<file path="config.mk">
export PLATFORM = sky130hd
export DESIGN_NAME = daq_dma_arbiter
export DESIGN_NICKNAME = d
export VERILOG_FILES = /design/src/rtl/daq_dma_pkg.sv /design/src/rtl/daq_skid_buf.sv /design/src/rtl/daq_dma_arbiter.sv
export SDC_FILE = /design/constraint.sdc
export NUM_CORES = 1
export LEC_CHECK = 0
export CORE_UTILIZATION = 40
export DETAILED_ROUTE_END_ITERATION = 10
export DONT_BUFFER_PORTS = 1
export PLACE_DENSITY = 0.64
export RECOVER_POWER = 25
export SLEW_MARGIN = 40
export SYNTH_ARGS = -nofsm -noshare
export SYNTH_HDL_FRONTEND = slang
export SYNTH_SLANG_ARGS = --single-unit
</file>
<file path="constraint.sdc">
create_clock -name clk -period 2.6 [get_ports clk]
set_clock_uncertainty 0.1 [all_clocks]
set_input_delay 0.39 -clock clk [delete_from_list [all_inputs] [get_ports clk]]
set_output_delay 0.39 -clock clk [all_outputs]
set_load 0.05 [all_outputs]
</file>
<file path="src/rtl/daq_dma_pkg.sv">
`default_nettype none
// ============================================================================
// Module      : daq_dma_pkg
// Description : Shared definitions for the DAQ DMA path: arbiter state
//               encodings, default stream width and the event header magic
//               word written by the DAQ DMA managers.
// Revision    : 1.0 - initial release
// ============================================================================
package daq_dma_pkg;

  // Arbiter states: waiting for a request, or holding a grant until last.
  typedef enum logic [0:0] {
    ST_IDLE   = 1'b0,
    ST_STREAM = 1'b1
  } arb_state_e;

  // Default stream word width shared by managers and arbiter.
  localparam int DAQ_DATA_W = 64;

  // First-word marker that every DMA manager places at the head of an event.
  localparam logic [31:0] DAQ_HDR_MAGIC = 32'hDA0E_5A17;

endpackage
`default_nettype wire

</file>
<file path="src/rtl/daq_skid_buf.sv">
`default_nettype none
// ============================================================================
// Module      : daq_skid_buf
// Description : Two-entry registered valid/ready buffer. Outputs come straight
//               from flops and in_ready depends only on local state, so there
//               is no combinational path from out_ready back to in_ready.
// Ports       : clk, reset_n            clock, async active-low reset
//               in_data/in_valid/in_ready     upstream handshake
//               out_data/out_valid/out_ready  downstream handshake
// Revision    : 1.0 - initial release
// ============================================================================
module daq_skid_buf #(
  parameter int WIDTH = 67
) (
  input  logic             clk,
  input  logic             reset_n,
  input  logic [WIDTH-1:0] in_data,
  input  logic             in_valid,
  output logic             in_ready,
  output logic [WIDTH-1:0] out_data,
  output logic             out_valid,
  input  logic             out_ready
);

  logic [WIDTH-1:0] main_data;
  logic             main_valid;
  logic [WIDTH-1:0] skid_data;
  logic             skid_full;

  // Accept whenever the spare slot is empty; a word arriving while the main
  // register is stalled lands in the skid slot.
  assign in_ready  = !skid_full;
  assign out_data  = main_data;
  assign out_valid = main_valid;

  always_ff @(posedge clk or negedge reset_n) begin
    if (!reset_n) begin
      main_data  <= '0;
      main_valid <= 1'b0;
      skid_data  <= '0;
      skid_full  <= 1'b0;
    end else if (out_ready || !main_valid) begin
      if (skid_full) begin
        // in_ready is low here, so no new word competes with the skid entry
        main_data  <= skid_data;
        main_valid <= 1'b1;
        skid_full  <= 1'b0;
      end else begin
        main_valid <= in_valid;
        if (in_valid) begin
          main_data <= in_data;
        end
      end
    end else if (in_valid && !skid_full) begin
      skid_data <= in_data;
      skid_full <= 1'b1;
    end
  end

endmodule
`default_nettype wire

</file>
<file path="src/rtl/daq_dma_arbiter.sv">
`default_nettype none
// ============================================================================
// Module      : daq_dma_arbiter
// Description : Packet-atomic round-robin merge of N_SRC event streams onto one
//               DMA stream. A grant is held from first word to last word; the
//               most recently served source gets lowest priority next.
// Ports       : clk, reset_n                 clock, async active-low reset
//               src_enable                   per-source enable (arbitration only)
//               src_data/valid/last/ready    per-source input streams
//               dma_data/valid/last/src_id   merged output stream (registered)
//               dma_ready                    downstream accept
//               busy, grant_id               grant status
//               clear_counts, pkt_count      saturating per-source packet counts
// Revision    : 1.0 - initial release
// ============================================================================
module daq_dma_arbiter
  import daq_dma_pkg::*;
#(
  parameter int N_SRC  = 4,
  parameter int DATA_W = DAQ_DATA_W,
  parameter int CNT_W  = 16,
  parameter int ID_W   = 2
) (
  input  logic                    clk,
  input  logic                    reset_n,
  input  logic [N_SRC-1:0]        src_enable,
  input  logic [N_SRC*DATA_W-1:0] src_data,
  input  logic [N_SRC-1:0]        src_valid,
  input  logic [N_SRC-1:0]        src_last,
  output logic [N_SRC-1:0]        src_ready,
  output logic [DATA_W-1:0]       dma_data,
  output logic                    dma_valid,
  output logic                    dma_last,
  output logic [ID_W-1:0]         dma_src_id,
  input  logic                    dma_ready,
  output logic                    busy,
  output logic [ID_W-1:0]         grant_id,
  input  logic                    clear_counts,
  output logic [N_SRC*CNT_W-1:0]  pkt_count
);

  localparam int BUF_W = DATA_W + 1 + ID_W;

  arb_state_e       state;
  arb_state_e       state_next;
  logic [N_SRC-1:0] req;
  logic             in_valid;
  logic             buf_in_ready;
  logic             hs;
  logic             hs_last;
  int               gsel;
  logic [BUF_W-1:0] buf_in;
  logic [BUF_W-1:0] buf_out;

  // First requesting source after 'last', wrapping modulo N_SRC. The loop
  // ends on 'last' itself so a lone requester can be re-granted.
  function automatic logic [ID_W-1:0] rr_pick(input logic [N_SRC-1:0] r,
                                              input logic [ID_W-1:0]  last);
    logic [ID_W-1:0] sel;
    logic            found;
    int              idx;
    sel   = last;
    found = 1'b0;
    for (int i = 1; i <= N_SRC; i++) begin
      idx = (int'(last) + i) % N_SRC;
      if (!found && r[idx]) begin
        sel   = ID_W'(idx);
        found = 1'b1;
      end
    end
    return sel;
  endfunction

  assign req     = src_valid & src_enable;
  assign gsel    = int'(grant_id);
  assign hs      = in_valid & buf_in_ready;
  assign hs_last = hs & src_last[grant_id];

  // State register
  always_ff @(posedge clk or negedge reset_n) begin
    if (!reset_n) begin
      state <= ST_IDLE;
    end else begin
      state <= state_next;
    end
  end

  // Next-state logic
  always_comb begin
    state_next = state;
    case (state)
      ST_IDLE:   if (|req)   state_next = ST_STREAM;
      ST_STREAM: if (hs_last) state_next = ST_IDLE;
      default:   state_next = ST_IDLE;
    endcase
  end

  // Output logic: only the granted source sees ready, and only in ST_STREAM
  always_comb begin
    src_ready = '0;
    in_valid  = 1'b0;
    busy      = 1'b0;
    if (state == ST_STREAM) begin
      busy                = 1'b1;
      in_valid            = src_valid[grant_id];
      src_ready[grant_id] = buf_in_ready;
    end
  end

  // Grant moves only at arbitration; src_enable is ignored mid-packet.
  always_ff @(posedge clk or negedge reset_n) begin
    if (!reset_n) begin
      grant_id <= ID_W'(N_SRC - 1);
    end else if (state == ST_IDLE && |req) begin
      grant_id <= rr_pick(req, grant_id);
    end
  end

  assign buf_in = {src_data[gsel*DATA_W +: DATA_W], src_last[grant_id], grant_id};

  daq_skid_buf #(
    .WIDTH (BUF_W)
  ) u_out_buf (
    .clk       (clk),
    .reset_n   (reset_n),
    .in_data   (buf_in),
    .in_valid  (in_valid),
    .in_ready  (buf_in_ready),
    .out_data  (buf_out),
    .out_valid (dma_valid),
    .out_ready (dma_ready)
  );

  assign {dma_data, dma_last, dma_src_id} = buf_out;

  // Per-source completed-packet counters; clear wins over a same-cycle count.
  for (genvar g = 0; g < N_SRC; g++) begin : g_cnt
    logic [CNT_W-1:0] count;
    always_ff @(posedge clk or negedge reset_n) begin
      if (!reset_n) begin
        count <= '0;
      end else if (clear_counts) begin
        count <= '0;
      end else if (hs_last && grant_id == ID_W'(g) && count != '1) begin
        count <= count + CNT_W'(1);
      end
    end
    assign pkt_count[g*CNT_W +: CNT_W] = count;
  end

endmodule
`default_nettype wire

</file>
# Word-level counts from Yosys, hierarchy flattened
# Cells that the tools add are included.
# word_totals
register_bits	203
in_bits	272
output_inout_bits	139
wordCells	125
# op_classes
add_sub_neg	8
order_cmp	6
eq_ne	7
shifts	1
muxes	47
bitwise	10
n_reduce_logical	36
# ops
operator	n
indexed part select 256 x 9 -> 64 bit	1
two-way mux 67 bit	2
two-way mux 16 bit	8
adder 16 x 1 -> 16 bit (second input constant)	4
!= test 16 bit (second input constant)	4
two-way mux 1 bit	24
< comparator 3 x 4 -> 1 bit (second input constant)	4
logical AND 1 bit	14
binary-select mux 1 bit (select 2 bit)	6
nonzero test 2 bit	6
AND 4 bit	2
two-way mux 2 bit	4
OR reduction 2 bit	4
AND reduction 2 bit	3
zero test 1 bit	5
adder 2 x 1 -> 2 bit (second input constant)	2
adder 2 bit (second input constant)	2
AND 1 bit (first input constant)	4
equality test 2 bit (second input constant)	2
two-way mux 4 bit	1
nonzero test 4 bit	1
OR reduction 4 bit	1
< comparator 2 x 3 -> 1 bit (second input constant)	1
AND 1 bit	2
other kinds (7)	8

# Longest topological paths before layout
# depth
depth_word	20
mapped_depth	11
ltp_nobuf	7

# By module
# From an unflattened synthesis, not the netlist that was laid out.
# unflattened
cells_unflattened	857
hier_area_um2	11412.2
# modules_own_cells
module	instances	cells_each	area_each_um2	seq_area_each_um2
daq_skid_buf	1	366	5894.4	3403.3
daq_dma_arbiter	1	491	5517.8	1679.1

# Worst setup path after synthesis
# OpenSTA, ideal clock, no wires.
# synth_path
path_kind	reg-to-reg
from	register grant_id[1]
to	register g_cnt[0].count[15]
setup_ns	0.078
arrival_ns	2.827
required_time_ns	2.422
setup_slack_ns	-0.405
path_stages_with_launch	11
n_path_buf	3
synth_period_minus_slack_ns	3.005
path_cell_list	dfstp_2 buf_4 clkbuf_1 buf_1 inv_1 ha_1 and3b_1 nand3_2 a211o_1 or4_1 a21oi_1
# synth_between
elab_chain_cells	8
word_cells_on_any_way	11
classes_between	mux: 5; bitwise: 2; reduce/logical: 4
# synth_rtl
element	line	text
from (decl)	daq_dma_arbiter.sv:37	output logic [ID_W-1:0] grant_id,
from (signal assigned)	daq_dma_arbiter.sv:113	grant_id <= ID_W'(N_SRC - 1);
from (signal assigned)	daq_dma_arbiter.sv:115	grant_id <= rr_pick(req, grant_id);
binary-select mux 1 bit (select 2 bit)	daq_dma_arbiter.sv:105	in_valid = src_valid[grant_id];
two-way mux 1 bit (not written as such)	daq_dma_arbiter.sv:105	
two-way mux 1 bit	daq_dma_arbiter.sv:103	if (state == ST_STREAM) begin
AND 1 bit	daq_dma_arbiter.sv:76	assign hs = in_valid & buf_in_ready;
AND 1 bit	daq_dma_arbiter.sv:77	assign hs_last = hs & src_last[grant_id];
logical AND 1 bit * (2 in series)	daq_dma_arbiter.sv:144	end else if (hs_last && grant_id == ID_W'(g) && count != '1) begin
nonzero test 2 bit (no source line) *	--	
to (signal assigned)	daq_dma_arbiter.sv:145	count <= count + CNT_W'(1);
to (decl)	daq_dma_arbiter.sv:138	logic [CNT_W-1:0] count;
# Mark *: on every way between the ends. The rest lies on a longest branch, timed or not. The select of a mux whose other input is x is not followed.
# A chain may end at the register's enable or synchronous reset.

# Worst setup path in the final report
# layout_path
from	register grant_id[0]
to	output port src_ready[0]
# layout_between
elab_chain_cells	6
word_cells_on_any_way	7
classes_between	order compare: 2; mux: 3; bitwise: 1; reduce/logical: 1
# layout_rtl
element	line	text
< comparator 2 x 3 -> 1 bit (not written as such) or greater-or-equal comparator 2 x 1 -> 1 bit (tied branches)	daq_dma_arbiter.sv:106	src_ready[grant_id] = buf_in_ready;
logical AND 1 bit (not written as such)	daq_dma_arbiter.sv:106	
two-way mux 1 bit (not written as such)	daq_dma_arbiter.sv:106	
demux 1 bit (select 2 bit) *	daq_dma_arbiter.sv:106	
AND 4 bit (no source line) *	--	
two-way mux 4 bit *	daq_dma_arbiter.sv:103	
to (decl)	daq_dma_arbiter.sv:30	output logic [N_SRC-1:0] src_ready,
# Mark *: on every way between the ends. The rest lies on a longest branch, timed or not.

==> flow_summary.toml <==
[global_route]
grt_usage = 0.207
grt_pass1_wl_mm = 44.9
grt-ovfl-total = 0
antenna_found_initial = 10
grt_max_degree = 204
grt_pass1_vias = 7730

[power]
finalPower_mw = 16.1
peakVddDrop_uv = 722
p_per_area_mw_per_mm2 = 1270
leakage_nw = 5.04

[cells_and_area]
fillers = 2330
final_cells = 1343
layout-drive-gt1-share = 0.280
final_core_util = 0.481
nets = 1268
syn_to_final_growth_pct = 16.7

[clock_tree]
ctsHoldBuffers = 2
cts_setup_buffers = 0
insertion_delay_ns = 0.51
cts_tree = "done"
h-tree-depth = 1
path_clk_slew_ns = 0.06
ctsLongestPathBuffers = 3
cts_sinks = 203
root_buffer = "clkbuf_16"
cts-buffers-inserted = 24

[detailed_routing]
drtIter0Drc = 585
ant_nets = 0
wl_per_cell_um = 21.9
vias_per_cell = 5.81
drc = 0
vias = 7801
finalWirelength_mm = 29.4
dr.pass1.iters = 5

[synthesis]
synth_area_mm2 = 0.0109
yosysUniqueCellTypes = 47
syn_inst = 929
ys_ff_latch = 203
syn-num-nets = 1209
yosys_warnings = 0
ys.flop_type = "dfrtp_1"
synthArstFlopShare = 1.00
synth_area_leaders = "dfrtp_1 (46%), mux4_2 (14%), mux2_2 (7.0%)"
synth_top_cell_by_area = "dfrtp_1"
ys_seq_area_frac = 0.468
synth_edf_count = 0
netlist.area_leader.share = 0.463
avgSynthCellArea_um2 = 11.7

[min_path]
worstHoldPathType = "input pin to asynchronous set/reset pin"

[timing]
hold_viol_final = 203
fmax_mhz = 398
final-setup-viol-count = 0
grt_setup_unrepaired = "no"
maxSlewViolCount = 0
period_needed_ns = 2.51
layout_worst_path_cycle_share = 0.966
tns_ns = 0
timing.hold.ws_ns = -0.525
slew-limit-headroom = 0.484
worstMarginPinSlew_ns = 0.768

[placement]
gp_congestion = 0.842
dp_cells = 1295
post-dp-hpwl_mm = 21.3
numPortBuffers = 0

[die]
rows = 59
die_y_um = 167
die_w_um = 167
ioPinCount = 411
initial_core_util = 0.412
die_area_mm2 = 0.0278
core_area_mm2 = 0.0264

[status]
violations = "hold timing"
status = "complete, but fails checks"

[critical_path]
start_kind = "register"
crit_arrival_ns = 2.02
cp_max_fo = 11
path_class = "register to output port"
required_ns = 2.11
crit_path_end_kind = "output port"

[run]
cap_violations = 0
==> cells in the final DEF (no fill, tap or decap), drive strengths merged, types with 9 or more instances in the layout <==
cell | synthesis | layout
dfrtp | 201 | 201
nor2 | 128 | 128
buf | 28 | 90
a21oi | 84 | 84
mux2i | 69 | 69
mux2 | 68 | 68
mux4 | 67 | 67
xnor2 | 43 | 43
clkbuf | 30 | 38
nand2 | 31 | 31
nand3 | 29 | 29
nor4 | 21 | 21
o21ai | 14 | 14
nand4 | 13 | 13
nor3 | 11 | 11
or3 | 10 | 10
inv | 9 | 9
==> worst max-delay path: stages (launching register included) <==
cell	delay (ns)
dfstp_4	0.70
inv_1	0.15
ha_1	0.23
and3b_2	0.23
buf_4	0.20
==> flip-flops by register name, summed over array words and instances, names as in the netlist <==
name	cells
u_out_buf.out_valid	1
g_cnt.count	64
u_out_buf.out_data	67
u_out_buf.skid_data	67
grant_id	2
u_out_buf.skid_full	1
state	1
==> report_power, final <==
group | total (mW) | leakage (nW) | internal, mW | switching, mW
combinational | 5.69 | 2.14 | 2.75 | 2.94
clock | 3.41 | 0.404 | 2.10 | 1.31
sequential | 7.00 | 2.49 | 4.31 | 2.69
total | 16.1 | 5.04 | 9.16 | 6.94
==> cell type report <==
type	count	area (um^2)	area share
flip-flops and latches	203	5090	0.402
repair buffers	91	768	0.0606
diodes	4	10.0	0.000789
clock buffers	38	764	0.0603
multi-input cells	659	5550	0.437
inverters	9	33.8	0.00266
clock inverters	4	48.8	0.00385
well taps	335	419	0.0330
==> metrics by stage <==
step | area (um^2) | worst slack [ns]
floorplan | 10900 | 0.0217
global placement | 11800 | 0.104
detailed placement | 11800 | 0.0880
CTS | 12700 | 0.0633
global route | 12700 | 0.00348
finish | 12700 | 0.0876
==> cell usage after synthesis, drive strengths merged (21+ instances only) <==
cell type / number
nor4: 21
nand2: 31
mux2: 68
clkbuf: 30
nor2: 128
buf: 28
mux2i: 69
xnor2: 43
a21oi: 84
dfrtp: 201
nand3: 29
mux4: 67
==> logic make-up (layout without fill, tap and decap cells) <==
kind of cell,count (synthesis),count (layout),share of synthesized area
and+or+nand+nor,280,280,0.125
muxes,204,204,0.273
DFF,203,203,0.468
AOI/OAI and AO/OA,122,122,0.0632
buffers and inverters,67,142,0.0264
xor gates and xnor gates,45,45,0.0363
adders and majority gates,8,8,0.00921
other,0,4,0
==> worst paths after layout <==
kind | from | to | slack [ns] | depth (start not counted)
min | reset_n | g_cnt[1].count[4] | -0.53 | 0
max reg2reg | grant_id[1] | g_cnt[3].count[11] | 0.13 | 5
min in group clk | clear_counts | g_cnt[3].count[11] | 0.04 | 2
max in group asynchronous | reset_n | u_out_buf.out_data[7] | 2.51 | 0
max | grant_id[0] | src_ready[0] | 0.09 | 4
min reg2reg | u_out_buf.skid_data[0] | u_out_buf.skid_data[0] | 0.39 | 2
==> metal layers <==
layer	track usage	part of all wire	vias to the layer above
li1	-	-	3554
met5	0	0.0023	-
met2	0.337	0.48	313
met3	0.0611	0.078	49
met4	0.0564	0.023	10
met1	0.268	0.41	3875
==> repair_timing <==
item	in CTS	in global routing
endpoints found under the hold margin	263	203
endpoints found under the setup margin	0	15
gates resized for setup	0	4
(Power assumes the default switching activity.)
